**src/rtl/tc_wb_collect_pkg.sv**
```systemverilog
// Shared types and widths for the tensor-core writeback collector.
// The warp-id width normally comes from the project-wide define.v.
`ifndef DEPTH_WARP
`define DEPTH_WARP 4
`endif

package tc_wb_collect_pkg;

  localparam int DEF_EXPWIDTH  = 8;
  localparam int DEF_PRECISION = 24;
  localparam int DEF_NUM_ELEM  = 4;

  localparam int FFLAGS_W  = 5;
  localparam int REG_IDX_W = 8;
  localparam int WARP_W    = `DEPTH_WARP;
  localparam int TAG_W     = WARP_W + REG_IDX_W;

  typedef enum logic [1:0] {
    BUF_IDLE,
    BUF_APPEND,
    BUF_RESTART,
    BUF_CLEAR
  } buf_cmd_e;

  typedef enum logic [2:0] {
    ACT_NONE,
    ACT_APPEND,
    ACT_CLOSE_FULL,
    ACT_CLOSE_SPLIT,
    ACT_FLUSH
  } wb_act_e;

  function automatic int elem_len(input int expwidth, input int precision);
    return expwidth + precision;
  endfunction

  function automatic int cnt_width(input int num_elem);
    return $clog2(num_elem + 1);
  endfunction

endpackage

```
**src/rtl/tc_wb_slot_buf.sv**
```systemverilog
// Collection buffer: element slots, fill count, group tag and OR-ed fflags.
// Slots above the fill count are always zero, so partial groups need no masking.
`ifndef DEPTH_WARP
`define DEPTH_WARP 4
`endif

module tc_wb_slot_buf
  import tc_wb_collect_pkg::*;
#(
  parameter int LEN      = 32,
  parameter int NUM_ELEM = 4,
  parameter int CNT_W    = 3
) (
  input  logic                    clk,
  input  logic                    rst_n,
  input  logic [1:0]              cmd_i,
  input  logic [LEN-1:0]          elem_i,
  input  logic [FFLAGS_W-1:0]     fflags_i,
  input  logic [TAG_W-1:0]        tag_i,
  output logic [CNT_W-1:0]        count_o,
  output logic [NUM_ELEM*LEN-1:0] slots_o,
  output logic [TAG_W-1:0]        tag_o,
  output logic [FFLAGS_W-1:0]     acc_o
);

  buf_cmd_e             cmd;
  logic [LEN-1:0]       slot_q [NUM_ELEM];
  logic [CNT_W-1:0]     count_q;
  logic [TAG_W-1:0]     tag_q;
  logic [FFLAGS_W-1:0]  acc_q;

  assign cmd = buf_cmd_e'(cmd_i);

  // RESTART seeds a new group with the element that broke the old one.
  always_ff @(posedge clk or negedge rst_n) begin
    if (!rst_n) begin
      count_q <= '0;
      tag_q   <= '0;
      acc_q   <= '0;
      for (int k = 0; k < NUM_ELEM; k++) slot_q[k] <= '0;
    end else begin
      case (cmd)
        BUF_APPEND: begin
          for (int k = 0; k < NUM_ELEM; k++)
            if (count_q == CNT_W'(k)) slot_q[k] <= elem_i;
          count_q <= count_q + CNT_W'(1);
          tag_q   <= tag_i;
          acc_q   <= acc_q | fflags_i;
        end
        BUF_RESTART: begin
          for (int k = 0; k < NUM_ELEM; k++)
            slot_q[k] <= (k == 0) ? elem_i : '0;
          count_q <= CNT_W'(1);
          tag_q   <= tag_i;
          acc_q   <= fflags_i;
        end
        BUF_CLEAR: begin
          for (int k = 0; k < NUM_ELEM; k++) slot_q[k] <= '0;
          count_q <= '0;
          tag_q   <= '0;
          acc_q   <= '0;
        end
        default: ;
      endcase
    end
  end

  always_comb begin
    slots_o = '0;
    for (int k = 0; k < NUM_ELEM; k++) slots_o[k*LEN +: LEN] = slot_q[k];
  end

  assign count_o = count_q;
  assign tag_o   = tag_q;
  assign acc_o   = acc_q;

endmodule

```
**src/rtl/tc_wb_collect.sv**
```systemverilog
// Packs consecutive same-tag add-pipe results into vector register writebacks,
// closing groups when full, on a tag change, or on flush.
`ifndef DEPTH_WARP
`define DEPTH_WARP 4
`endif

module tc_wb_collect
  import tc_wb_collect_pkg::*;
#(
  parameter int EXPWIDTH  = DEF_EXPWIDTH,
  parameter int PRECISION = DEF_PRECISION,
  parameter int NUM_ELEM  = DEF_NUM_ELEM
) (
  input  logic                                   clk,
  input  logic                                   rst_n,
  input  logic                                   in_valid_i,
  output logic                                   in_ready_o,
  input  logic [EXPWIDTH+PRECISION-1:0]          result_i,
  input  logic [4:0]                             fflags_i,
  input  logic [7:0]                             ctrl_reg_idxw_i,
  input  logic [`DEPTH_WARP-1:0]                 ctrl_warpid_i,
  input  logic                                   flush_i,
  output logic                                   out_valid_o,
  input  logic                                   out_ready_i,
  output logic [NUM_ELEM*(EXPWIDTH+PRECISION)-1:0] wb_data_o,
  output logic [NUM_ELEM-1:0]                    wb_mask_o,
  output logic [4:0]                             wb_fflags_o,
  output logic [7:0]                             wb_reg_idxw_o,
  output logic [`DEPTH_WARP-1:0]                 wb_warpid_o,
  output logic                                   busy_o
);

  localparam int LEN    = elem_len(EXPWIDTH, PRECISION);
  localparam int CNT_W  = cnt_width(NUM_ELEM);
  localparam int DATA_W = NUM_ELEM * LEN;
  localparam logic [CNT_W-1:0] LAST_CNT = CNT_W'(NUM_ELEM - 1);

  logic [TAG_W-1:0]    in_tag;
  logic [TAG_W-1:0]    buf_tag;
  logic [CNT_W-1:0]    buf_count;
  logic [DATA_W-1:0]   buf_slots;
  logic [FFLAGS_W-1:0] buf_acc;

  logic out_free, mismatch, last_slot, closes, accept;
  wb_act_e  act;
  buf_cmd_e buf_cmd;

  logic [NUM_ELEM-1:0] part_mask;
  logic [DATA_W-1:0]   part_data, full_data;
  logic                load;
  logic [DATA_W-1:0]   load_data;
  logic [NUM_ELEM-1:0] load_mask;
  logic [FFLAGS_W-1:0] load_fflags;
  logic [TAG_W-1:0]    load_tag;

  logic                out_valid_q;
  logic [DATA_W-1:0]   out_data_q;
  logic [NUM_ELEM-1:0] out_mask_q;
  logic [FFLAGS_W-1:0] out_fflags_q;
  logic [TAG_W-1:0]    out_tag_q;
  logic                flush_pend_q;

  assign in_tag    = {ctrl_warpid_i, ctrl_reg_idxw_i};
  assign out_free  = !out_valid_q || out_ready_i;
  assign mismatch  = (buf_count != '0) && (in_tag != buf_tag);
  assign last_slot = (buf_count == LAST_CNT);
  assign closes    = mismatch || last_slot;
  // Only a closing element needs room in the output register.
  assign in_ready_o = out_free || !closes;
  assign accept     = in_valid_i && in_ready_o;

  tc_wb_slot_buf #(
    .LEN      (LEN),
    .NUM_ELEM (NUM_ELEM),
    .CNT_W    (CNT_W)
  ) u_slot_buf (
    .clk      (clk),
    .rst_n    (rst_n),
    .cmd_i    (buf_cmd),
    .elem_i   (result_i),
    .fflags_i (fflags_i),
    .tag_i    (in_tag),
    .count_o  (buf_count),
    .slots_o  (buf_slots),
    .tag_o    (buf_tag),
    .acc_o    (buf_acc)
  );

  // An accepted element always wins over a pending flush.
  always_comb begin
    act     = ACT_NONE;
    buf_cmd = BUF_IDLE;
    if (accept) begin
      if (mismatch) begin
        act     = ACT_CLOSE_SPLIT;
        buf_cmd = BUF_RESTART;
      end else if (last_slot) begin
        act     = ACT_CLOSE_FULL;
        buf_cmd = BUF_CLEAR;
      end else begin
        act     = ACT_APPEND;
        buf_cmd = BUF_APPEND;
      end
    end else if (flush_pend_q && (buf_count != '0) && out_free) begin
      act     = ACT_FLUSH;
      buf_cmd = BUF_CLEAR;
    end
  end

  always_comb begin
    part_mask = '0;
    part_data = '0;
    for (int k = 0; k < NUM_ELEM; k++) begin
      if (k < int'(buf_count)) begin
        part_mask[k]            = 1'b1;
        part_data[k*LEN +: LEN] = buf_slots[k*LEN +: LEN];
      end
    end
    full_data = buf_slots;
    full_data[(NUM_ELEM-1)*LEN +: LEN] = result_i;

    load        = 1'b0;
    load_data   = '0;
    load_mask   = '0;
    load_fflags = '0;
    load_tag    = '0;
    case (act)
      ACT_CLOSE_FULL: begin
        load        = 1'b1;
        load_data   = full_data;
        load_mask   = '1;
        load_fflags = buf_acc | fflags_i;
        load_tag    = in_tag;
      end
      ACT_CLOSE_SPLIT, ACT_FLUSH: begin
        load        = 1'b1;
        load_data   = part_data;
        load_mask   = part_mask;
        load_fflags = buf_acc;
        load_tag    = buf_tag;
      end
      default: ;
    endcase
  end

  // A load on the same edge as a handshake keeps valid high with new content.
  always_ff @(posedge clk or negedge rst_n) begin
    if (!rst_n) begin
      out_valid_q  <= 1'b0;
      out_data_q   <= '0;
      out_mask_q   <= '0;
      out_fflags_q <= '0;
      out_tag_q    <= '0;
    end else if (load) begin
      out_valid_q  <= 1'b1;
      out_data_q   <= load_data;
      out_mask_q   <= load_mask;
      out_fflags_q <= load_fflags;
      out_tag_q    <= load_tag;
    end else if (out_ready_i) begin
      out_valid_q  <= 1'b0;
    end
  end

  always_ff @(posedge clk or negedge rst_n) begin
    if (!rst_n) begin
      flush_pend_q <= 1'b0;
    end else if (flush_i) begin
      flush_pend_q <= 1'b1;
    end else if ((act == ACT_FLUSH) || (flush_pend_q && !accept && (buf_count == '0))) begin
      flush_pend_q <= 1'b0;
    end
  end

  assign out_valid_o   = out_valid_q;
  assign wb_data_o     = out_data_q;
  assign wb_mask_o     = out_mask_q;
  assign wb_fflags_o   = out_fflags_q;
  assign wb_reg_idxw_o = out_tag_q[REG_IDX_W-1:0];
  assign wb_warpid_o   = out_tag_q[TAG_W-1 -: WARP_W];
  assign busy_o        = (buf_count != '0) || out_valid_q || flush_pend_q;

endmodule
```
**config.mk**
```make
export PLATFORM = sky130hd
export DESIGN_NAME = tc_wb_collect
export DESIGN_NICKNAME = d
export VERILOG_FILES = /design/src/rtl/tc_wb_collect_pkg.sv /design/src/rtl/tc_wb_slot_buf.sv /design/src/rtl/tc_wb_collect.sv
export SDC_FILE = /design/constraint.sdc
export NUM_CORES = 1
export LEC_CHECK = 0
export BUFFER_PORTS_ARGS = -buffer_cell sky130_fd_sc_hd__buf_2
export CAP_MARGIN = 20
export CORE_MARGIN = 10
export CORE_UTILIZATION = 56
export DETAILED_ROUTE_END_ITERATION = 7
export GPL_TIMING_DRIVEN = 0
export PLACE_DENSITY = 0.91
export SETUP_SLACK_MARGIN = 0.5
export SLEW_MARGIN = 10
export SYNTH_ARGS = -nofsm -noshare
export SYNTH_HDL_FRONTEND = slang
export SYNTH_SLANG_ARGS = --single-unit
```
**constraint.sdc**
```tcl
create_clock -name clk -period 3.25 [get_ports clk]
set_input_delay 0.4875 -clock clk [delete_from_list [all_inputs] [get_ports clk]]
set_output_delay 0.4875 -clock clk [all_outputs]
set_load 0.01 [all_outputs]
```
# Yosys cells after proc, flatten, opt, wreduce, memory -nomap -nowiden
# Cells that the tools add are included.
[word_totals]
regBits = 299
latch_bits = 0
ram_bits = 0
mem_bits_ro = 0
output_inout_bits = 152
n_memories = 0
[classes]
n_addsub = 1
n_mul = 0
div = 0
order_cmp = 4
eq_ne = 14
n_shift = 0
n_mux = 33
n_bitwise = 1
reduce_logical = 28
[op_table]
columns = ["operator", "n"]
rows = [
  ["$pmux W128 S3", 1],
  ["$mux W32", 8],
  ["$pmux W128 S2", 1],
  ["$pmux W12 S2", 2],
  ["$pmux W5 S3", 1],
  ["$eq A3 B2 Y1 const B", 4],
  ["$ne A12 B12 Y1", 1],
  ["$mux W2", 5],
  ["$pmux W5 S2", 1],
  ["$mux W1", 9],
  ["$mux W3", 3],
  ["$pmux W3 S3", 1],
  ["$pmux W4 S2", 1],
  ["$reduce_and A2 Y1", 4],
  ["$logic_and A1 B1 Y1", 6],
  ["$logic_or A1 B1 Y1", 6],
  ["$lt A1 B3 Y1 const A", 2],
  ["$lt A2 B3 Y1 const A", 2],
  ["$reduce_bool A2 Y1", 3],
  ["$reduce_bool A3 Y1", 2],
  ["$or A5 B5 Y5", 1],
  ["$eq A2 B2 Y1 const B", 2],
  ["$ne A2 B1 Y1 const B", 2],
  ["$ne A2 B2 Y1 const B", 2],
  ["other kinds (8)", 11],
]

# Logic depth before layout (Yosys ltp)
[depth]
word_depth = 12
mapped_depth = 10
mapped_depth_nobuf = 8

# Modules after synthesis
# A second synthesis with hierarchy kept.
[hier_totals]
cells_unflattened = 1200
area_unflattened_um2 = 13233.9
[modules_own_cells]
columns = ["mod", "instances", "cells_each", "area_per_inst_um2", "seq_area_each_um2"]
rows = [
  ["tc_wb_slot_buf", 1, 700, 6735.2, 3703.6],
  ["tc_wb_collect", 1, 500, 6498.7, 3778.6],
]

# Least setup slack after synthesis
# No wires, ideal clock.
[synth_path]
kind = "register -> register"
start = "reg u_slot_buf.count_q[0], in the netlist u_slot_buf.count_o[0]"
end = "reg u_slot_buf.slot_q (netlist bit u_slot_buf.slots_o[33])"
setup_ns = 0.121
t_arrival_ns = 2.158
required_time_ns = 3.129
slack_ns = 0.971
path_stages_with_launch = 11
path_cell_list = "dfrtp_1 -> inv_1 -> ha_1 -> nor2b_1 -> buf_2 -> nor3_1 -> o211ai_1 -> a21oi_2 -> buf_4 -> mux2i_1 -> nor2_1"
[synth_between]
elab_chain_cells = 10
word_cells_on_any_way = 21
classes_between = "eq/ne: 6; mux: 5; reduce/logical: 10"
[synth_lines]
columns = ["item", "line", "rtl"]
rows = [
  ["start, declared", "tc_wb_slot_buf.sv:28", "logic [CNT_W-1:0] count_q;"],
  ["start signal, assigned", "tc_wb_slot_buf.sv:46", "count_q <= count_q + CNT_W'(1);"],
  ["$reduce_bool A3 Y1", "tc_wb_collect.sv:65, tc_wb_collect.sv:104", ""],
  ["$logic_and A1 B1 Y1", "tc_wb_collect.sv:65", "assign mismatch = (buf_count != '0) && (in_tag != buf_tag);"],
  ["$logic_or A1 B1 Y1", "tc_wb_collect.sv:67", "assign closes = mismatch || last_slot;"],
  ["$logic_not A1 Y1", "tc_wb_collect.sv:69", "assign in_ready_o = out_free || !closes;"],
  ["$logic_or A1 B1 Y1", "tc_wb_collect.sv:69", ""],
  ["$logic_and A1 B1 Y1", "tc_wb_collect.sv:70", "assign accept = in_valid_i && in_ready_o;"],
  ["$mux W2", "tc_wb_collect.sv:93", "if (accept) begin"],
  ["$eq A2 B1 Y1 or $eq A2 B2 Y1 (tied branches)", "tc_wb_slot_buf.sv:42", "case (cmd)"],
  ["$ne A2 B1 Y1 (no line) or $reduce_bool A3 Y1 (tied branches)", "--", ""],
  ["$reduce_and A2 Y1 (no line)", "--", ""],
  ["end signal, assigned by index", "tc_wb_slot_buf.sv:45", "if (count_q == CNT_W'(k)) slot_q[k] <= elem_i;"],
  ["end signal, assigned by index", "tc_wb_slot_buf.sv:52", "slot_q[k] <= (k == 0) ? elem_i : '0;"],
  ["end, declared", "tc_wb_slot_buf.sv:27", "logic [LEN-1:0] slot_q [NUM_ELEM];"],
]
# Parallel ways exist; a longest one is shown, timed or not.
# A chain may end at the register's enable or synchronous reset.

# Worst setup path after layout
[layout_path]
start = "reg u_slot_buf.tag_q[0], in the netlist u_slot_buf.tag_o[0]"
end = "reg out_data_q[118], in the netlist wb_data_o[118]"
[layout_between]
elab_chain_cells = 10
word_cells_on_any_way = 15
classes_between = "eq/ne: 4; mux: 4; reduce/logical: 7"
[layout_lines]
columns = ["item", "line", "rtl"]
rows = [
  ["start, declared", "tc_wb_slot_buf.sv:29", "logic [TAG_W-1:0] tag_q;"],
  ["start signal, assigned", "tc_wb_slot_buf.sv:47", "tag_q <= tag_i;"],
  ["start signal, assigned", "tc_wb_slot_buf.sv:54", "tag_q <= tag_i;"],
  ["$ne A12 B12 Y1 (*)", "tc_wb_collect.sv:65", ""],
  ["$logic_and A1 B1 Y1 (*)", "tc_wb_collect.sv:65", ""],
  ["$logic_or A1 B1 Y1", "tc_wb_collect.sv:67", ""],
  ["$logic_not A1 Y1", "tc_wb_collect.sv:69", ""],
  ["$logic_or A1 B1 Y1", "tc_wb_collect.sv:69", ""],
  ["$logic_and A1 B1 Y1", "tc_wb_collect.sv:70", ""],
  ["$mux W3 (*)", "tc_wb_collect.sv:93", ""],
  ["$eq A3 B3 Y1 or $eq A3 B2 Y1 (tied branches)", "tc_wb_collect.sv:127", "case (act)"],
  ["$reduce_or A2 Y1 or $reduce_or A3 Y1 (tied branches)", "--", ""],
  ["$pmux W128 S2 or $mux W1 (tied branches)", "tc_wb_collect.sv:127", ""],
  ["end signal, assigned", "tc_wb_collect.sv:156", "out_data_q <= load_data;"],
  ["end, declared", "tc_wb_collect.sv:57", "logic [DATA_W-1:0] out_data_q;"],
]
# Mark *: on every way between the ends. The rest lies on a longest branch, timed or not.

==> flow_metrics.py <==
metrics = {
    "layout": {
        "instances_no_fill": 1501,
        "fillers": 1428,
        "syn2layout_area_growth_pct": 21.8,
        "register_area_um2": 7480,
        "antenna_cells": 0,
        "multi_input_area_um2": 3850,
        "drive_gt1_frac": 0.272,
        "nNetsFinal": 1265,
    },
    "logic_synthesis": {
        "synthXorXnorAreaFrac": 0.00969,
        "syn_nets": 1019,
        "synthesis.area_um2": 11700,
        "synthFlopType": "dfrtp_1",
        "ys_seq_elements": 299,
        "synth-seq-area-share": 0.637,
        "synth_top_family_by_area": "compound AO/OA/AOI/OAI gates",
        "synth_edf_count": 0,
        "synth-simple-area-share": 0.122,
        "syn_area_per_cell_um2": 12.2,
        "synth_fa_ha_area_frac": 0.00320,
        "yosysUniqueCellTypes": 50,
        "synth-compound-area-share": 0.162,
        "synthArstFlopShare": 1.00,
        "yosysWarningCount": 0,
        "synthMuxAreaShare": 0.0292,
        "synthCells": 962,
    },
    "setup_path": {
        "critPathLaunch": "u_slot_buf.tag_o[0]",
        "path_buf_inv": 1,
        "cp_slowest_cell": "clkbuf_1",
        "cpPeakStageDelay_ps": 550,
        "cp-start-kind": "register",
        "cp_max_fo": 10,
        "rr_startpoint": "u_slot_buf.tag_o[0]",
        "arrival_ps": 3150,
        "crit_chain": "xor2_1 > nor4_4 > a31oi_4 > nor3_4 > clkbuf_1 > and2_1 > a221o_1",
        "path_delay_family": "simple AND/OR/NAND/NOR gates",
        "cp-end-kind": "register",
        "crit_type": "register to register",
        "critPathRequiredTime_ps": 3720,
    },
    "pwr": {
        "clock_power_share": 0.260,
        "p_leak_nw": 7.48,
        "combPwrFrac": 0.351,
        "switching_share": 0.378,
        "power_w": 0.0139,
        "p_seq_frac": 0.388,
        "p_per_area_nw_per_um2": 969,
        "p_switching_w": 0.00524,
        "peakVddDrop_uv": 711,
        "internal-power_w": 0.00863,
    },
    "timing": {
        "fin_crit_ps": 2670,
        "relSlewSlack": 0.568,
        "skew_ps": 10.4,
        "fin_hold_ws_ps": 137,
        "final-hold-violation-count": 0,
        "worstMarginPinSlew_ps": 648,
        "slew_violations": 0,
        "clock.fmax_mhz": 374,
        "period_share": 0.823,
        "finalSetupViolCount": 0,
        "rsz0062_at_grt": "no",
    },
    "route": {
        "drtIter0Drc": 888,
        "wl_um": 34800,
        "via_count": 8977,
        "antenna_left": 0,
        "drcViolationCount": 0,
        "routedWlPerCell_um": 23.2,
        "firstDrtPassIters": 6,
        "via_per_inst": 5.98,
    },
    "die": {
        "die_x_um": 165,
        "fp.dieH_um": 165,
        "start_util": 0.575,
        "dieArea_um2": 27200,
        "core_area_um2": 20400,
        "rows": 52,
        "top_level_ports": 206,
    },
    "global_routing": {
        "grt_pass1_vias": 9555,
        "grt_pass1_wl_um": 54000,
        "antenna_found_initial": 0,
        "grt-ovfl-total": 0,
        "grt_max_degree": 116,
        "track_usage": 0.254,
    },
    "place": {
        "dp_hpwl_um": 23300,
        "gp_congestion": 0.890,
        "place_inst": 1438,
        "port_buffers": 204,
    },
    "clock_network": {
        "clockRootBuffer": "clkbuf_16",
        "clkSlewWorstSetupHoldPaths_ps": 60,
        "cts_buffer_depth": 3,
        "cts_buffers": 30,
        "cts_tree": "done",
        "worstSkewPairLatency_ps": 540,
        "cts_sinks": 299,
        "htree_levels": 1,
    },
    "outcome": {
        "run_status": "finished, final reports clean",
    },
    "run": {
        "maxCapViolations": 0,
    },
    "min_path": {
        "worstHoldStart": "flush_i",
        "min-delay-path-class": "primary input to register",
    },
}
metrics by stage:
stage                     TNS [ps]  setup WS [ps]   util  instance area [um2]
after detailed placement         0            394  0.645                13200
after global routing             0            476  0.700                14300
after CTS                        0            504  0.698                14300
final                            0            576  0.700                14300
after floorplan                  0            971      -                11700
after global placement    -1071100          -3610  0.642                13100
per-layer routing:
layer	vias to the layer above	wire length, um	track usage
li1	3909	-	-
met1	4588	13800	0.324
met2	411	17100	0.423
met3	69	2960	0.0525
met4	0	969	0.0882
met5	-	0	0
worst paths after layout:
kind | slack [ps] | endpoint | depth (start not counted)
max in group asynchronous | 1770 | wb_fflags_o[2] | 3
worst min-delay path | 140 | flush_pend_q | 2
worst max register to register | 580 | wb_data_o[118] | 7
worst min register to register | 460 | wb_data_o[12] | 2
worst max-delay path | 580 | wb_data_o[118] | 7
min in group asynchronous | 520 | wb_data_o[24] | 2
sequential cells by signal, summed over array words and instances (netlist names):
register,cells
wb_fflags_o,5
u_slot_buf.slots_o,128
u_slot_buf.count_o,3
wb_mask_o,4
wb_data_o,128
u_slot_buf.tag_o,12
out_tag_q,12
u_slot_buf.acc_o,5
flush_pend_q,1
out_valid_o,1
power by group through the flow:
stage | sequential (W) | clock [W] | combinational, W
floorplan | 0.00547 | 0 | 0.00273
global placement | 0.00534 | 0 | 0.00448
detailed placement | 0.00539 | 0 | 0.00467
CTS | 0.00537 | 0.00364 | 0.00479
global route | 0.00549 | 0.00380 | 0.00527
finish | 0.00539 | 0.00361 | 0.00487
placed cells by master, fill, tap and decap left out, types with 2 or more instances in the layout:
| master | synthesis | routed |
|---|---|---|
| a21o_1 | 3 | 3 |
| a21oi_1 | 39 | 39 |
| a221o_1 | 32 | 32 |
| a222oi_1 | 12 | 12 |
| a22o_1 | 113 | 113 |
| a22oi_1 | 5 | 5 |
| and2_1 | 64 | 64 |
| buf_16 | 0 | 2 |
| buf_2 | 36 | 238 |
| buf_4 | 12 | 19 |
| buf_6 | 3 | 3 |
| bufinv_16 | 0 | 4 |
| clkbuf_1 | 18 | 24 |
| clkbuf_16 | 0 | 31 |
| clkbuf_2 | 2 | 4 |
| clkbuf_8 | 0 | 5 |
| clkinv_2 | 0 | 2 |
| clkinvlp_4 | 0 | 5 |
| dfrtp_1 | 299 | 297 |
| dfrtp_2 | 0 | 2 |
| ha_1 | 3 | 3 |
| inv_1 | 16 | 16 |
| mux2i_1 | 32 | 32 |
| nand2_1 | 146 | 146 |
| nand2b_1 | 3 | 3 |
| nand3_1 | 33 | 33 |
| nor2_1 | 39 | 39 |
| nor2_2 | 2 | 2 |
| nor2b_1 | 2 | 2 |
| nor3_1 | 3 | 2 |
| nor4_4 | 3 | 3 |
| o211ai_1 | 2 | 2 |
| o21a_1 | 2 | 2 |
| o21ai_0 | 3 | 3 |
| xor2_1 | 12 | 12 |
layout make-up:
type,instances,share of cell area
buffer,71,0.0270
clock buffer,44,0.0611
clock inverter,11,0.0117
inverter,16,0.00420
multi-input combinational,576,0.269
sequential,299,0.523
tap,270,0.0236
timing repair buffer,214,0.0803
cells by family (layout without fill, tap and decap cells):
group / Yosys count / in the layout
buffers and inverters: 87 / 356
adder cells (fa/ha/maj): 3 / 3
XOR/XNOR: 13 / 13
AND/OR/NAND/NOR: 300 / 300
AO/OA/AOI/OAI: 227 / 227
multiplexers: 33 / 33
flip-flops: 299 / 299
cells in the mapped netlist (2+ instances only):
| cell type | n | share of area |
|---|---|---|
| a22o_1 | 113 | 0.084 |
| inv_1 | 16 | 0.0051 |
| buf_6 | 3 | 0.0029 |
| and2_1 | 64 | 0.034 |
| nor2_1 | 39 | 0.012 |
| ha_1 | 3 | 0.0032 |
| nand2b_1 | 3 | 0.0016 |
| mux2i_1 | 32 | 0.027 |
| clkbuf_2 | 2 | 0.00085 |
| o211ai_1 | 2 | 0.0013 |
| o21ai_0 | 3 | 0.0013 |
| nor2b_1 | 2 | 0.0011 |
| a221o_1 | 32 | 0.027 |
| buf_2 | 36 | 0.015 |
| clkbuf_1 | 18 | 0.0058 |
| a222oi_1 | 12 | 0.010 |
| a21oi_1 | 39 | 0.017 |
| nor4_4 | 3 | 0.0054 |
| nand3_1 | 33 | 0.014 |
| a21o_1 | 3 | 0.0019 |
| dfrtp_1 | 299 | 0.64 |
| a22oi_1 | 5 | 0.0032 |
| xor2_1 | 12 | 0.0089 |
| o21a_1 | 2 | 0.0013 |
| nor2_2 | 2 | 0.0011 |
| nand2_1 | 146 | 0.047 |
| o21ai_1 | 2 | 0.00085 |
| buf_4 | 12 | 0.0077 |
| nor3_1 | 3 | 0.0013 |
repair_timing:
item | 4_1_cts | 5_1_grt
setup endpoints to repair | 5 | 132
setup buffers | 4 | 3
endpoints found under the hold margin | 72 | 0
resized for setup | 2 | 7
hold buffers | 1 | 0
pin swaps | 0 | 2
(Power assumes the default switching activity.)
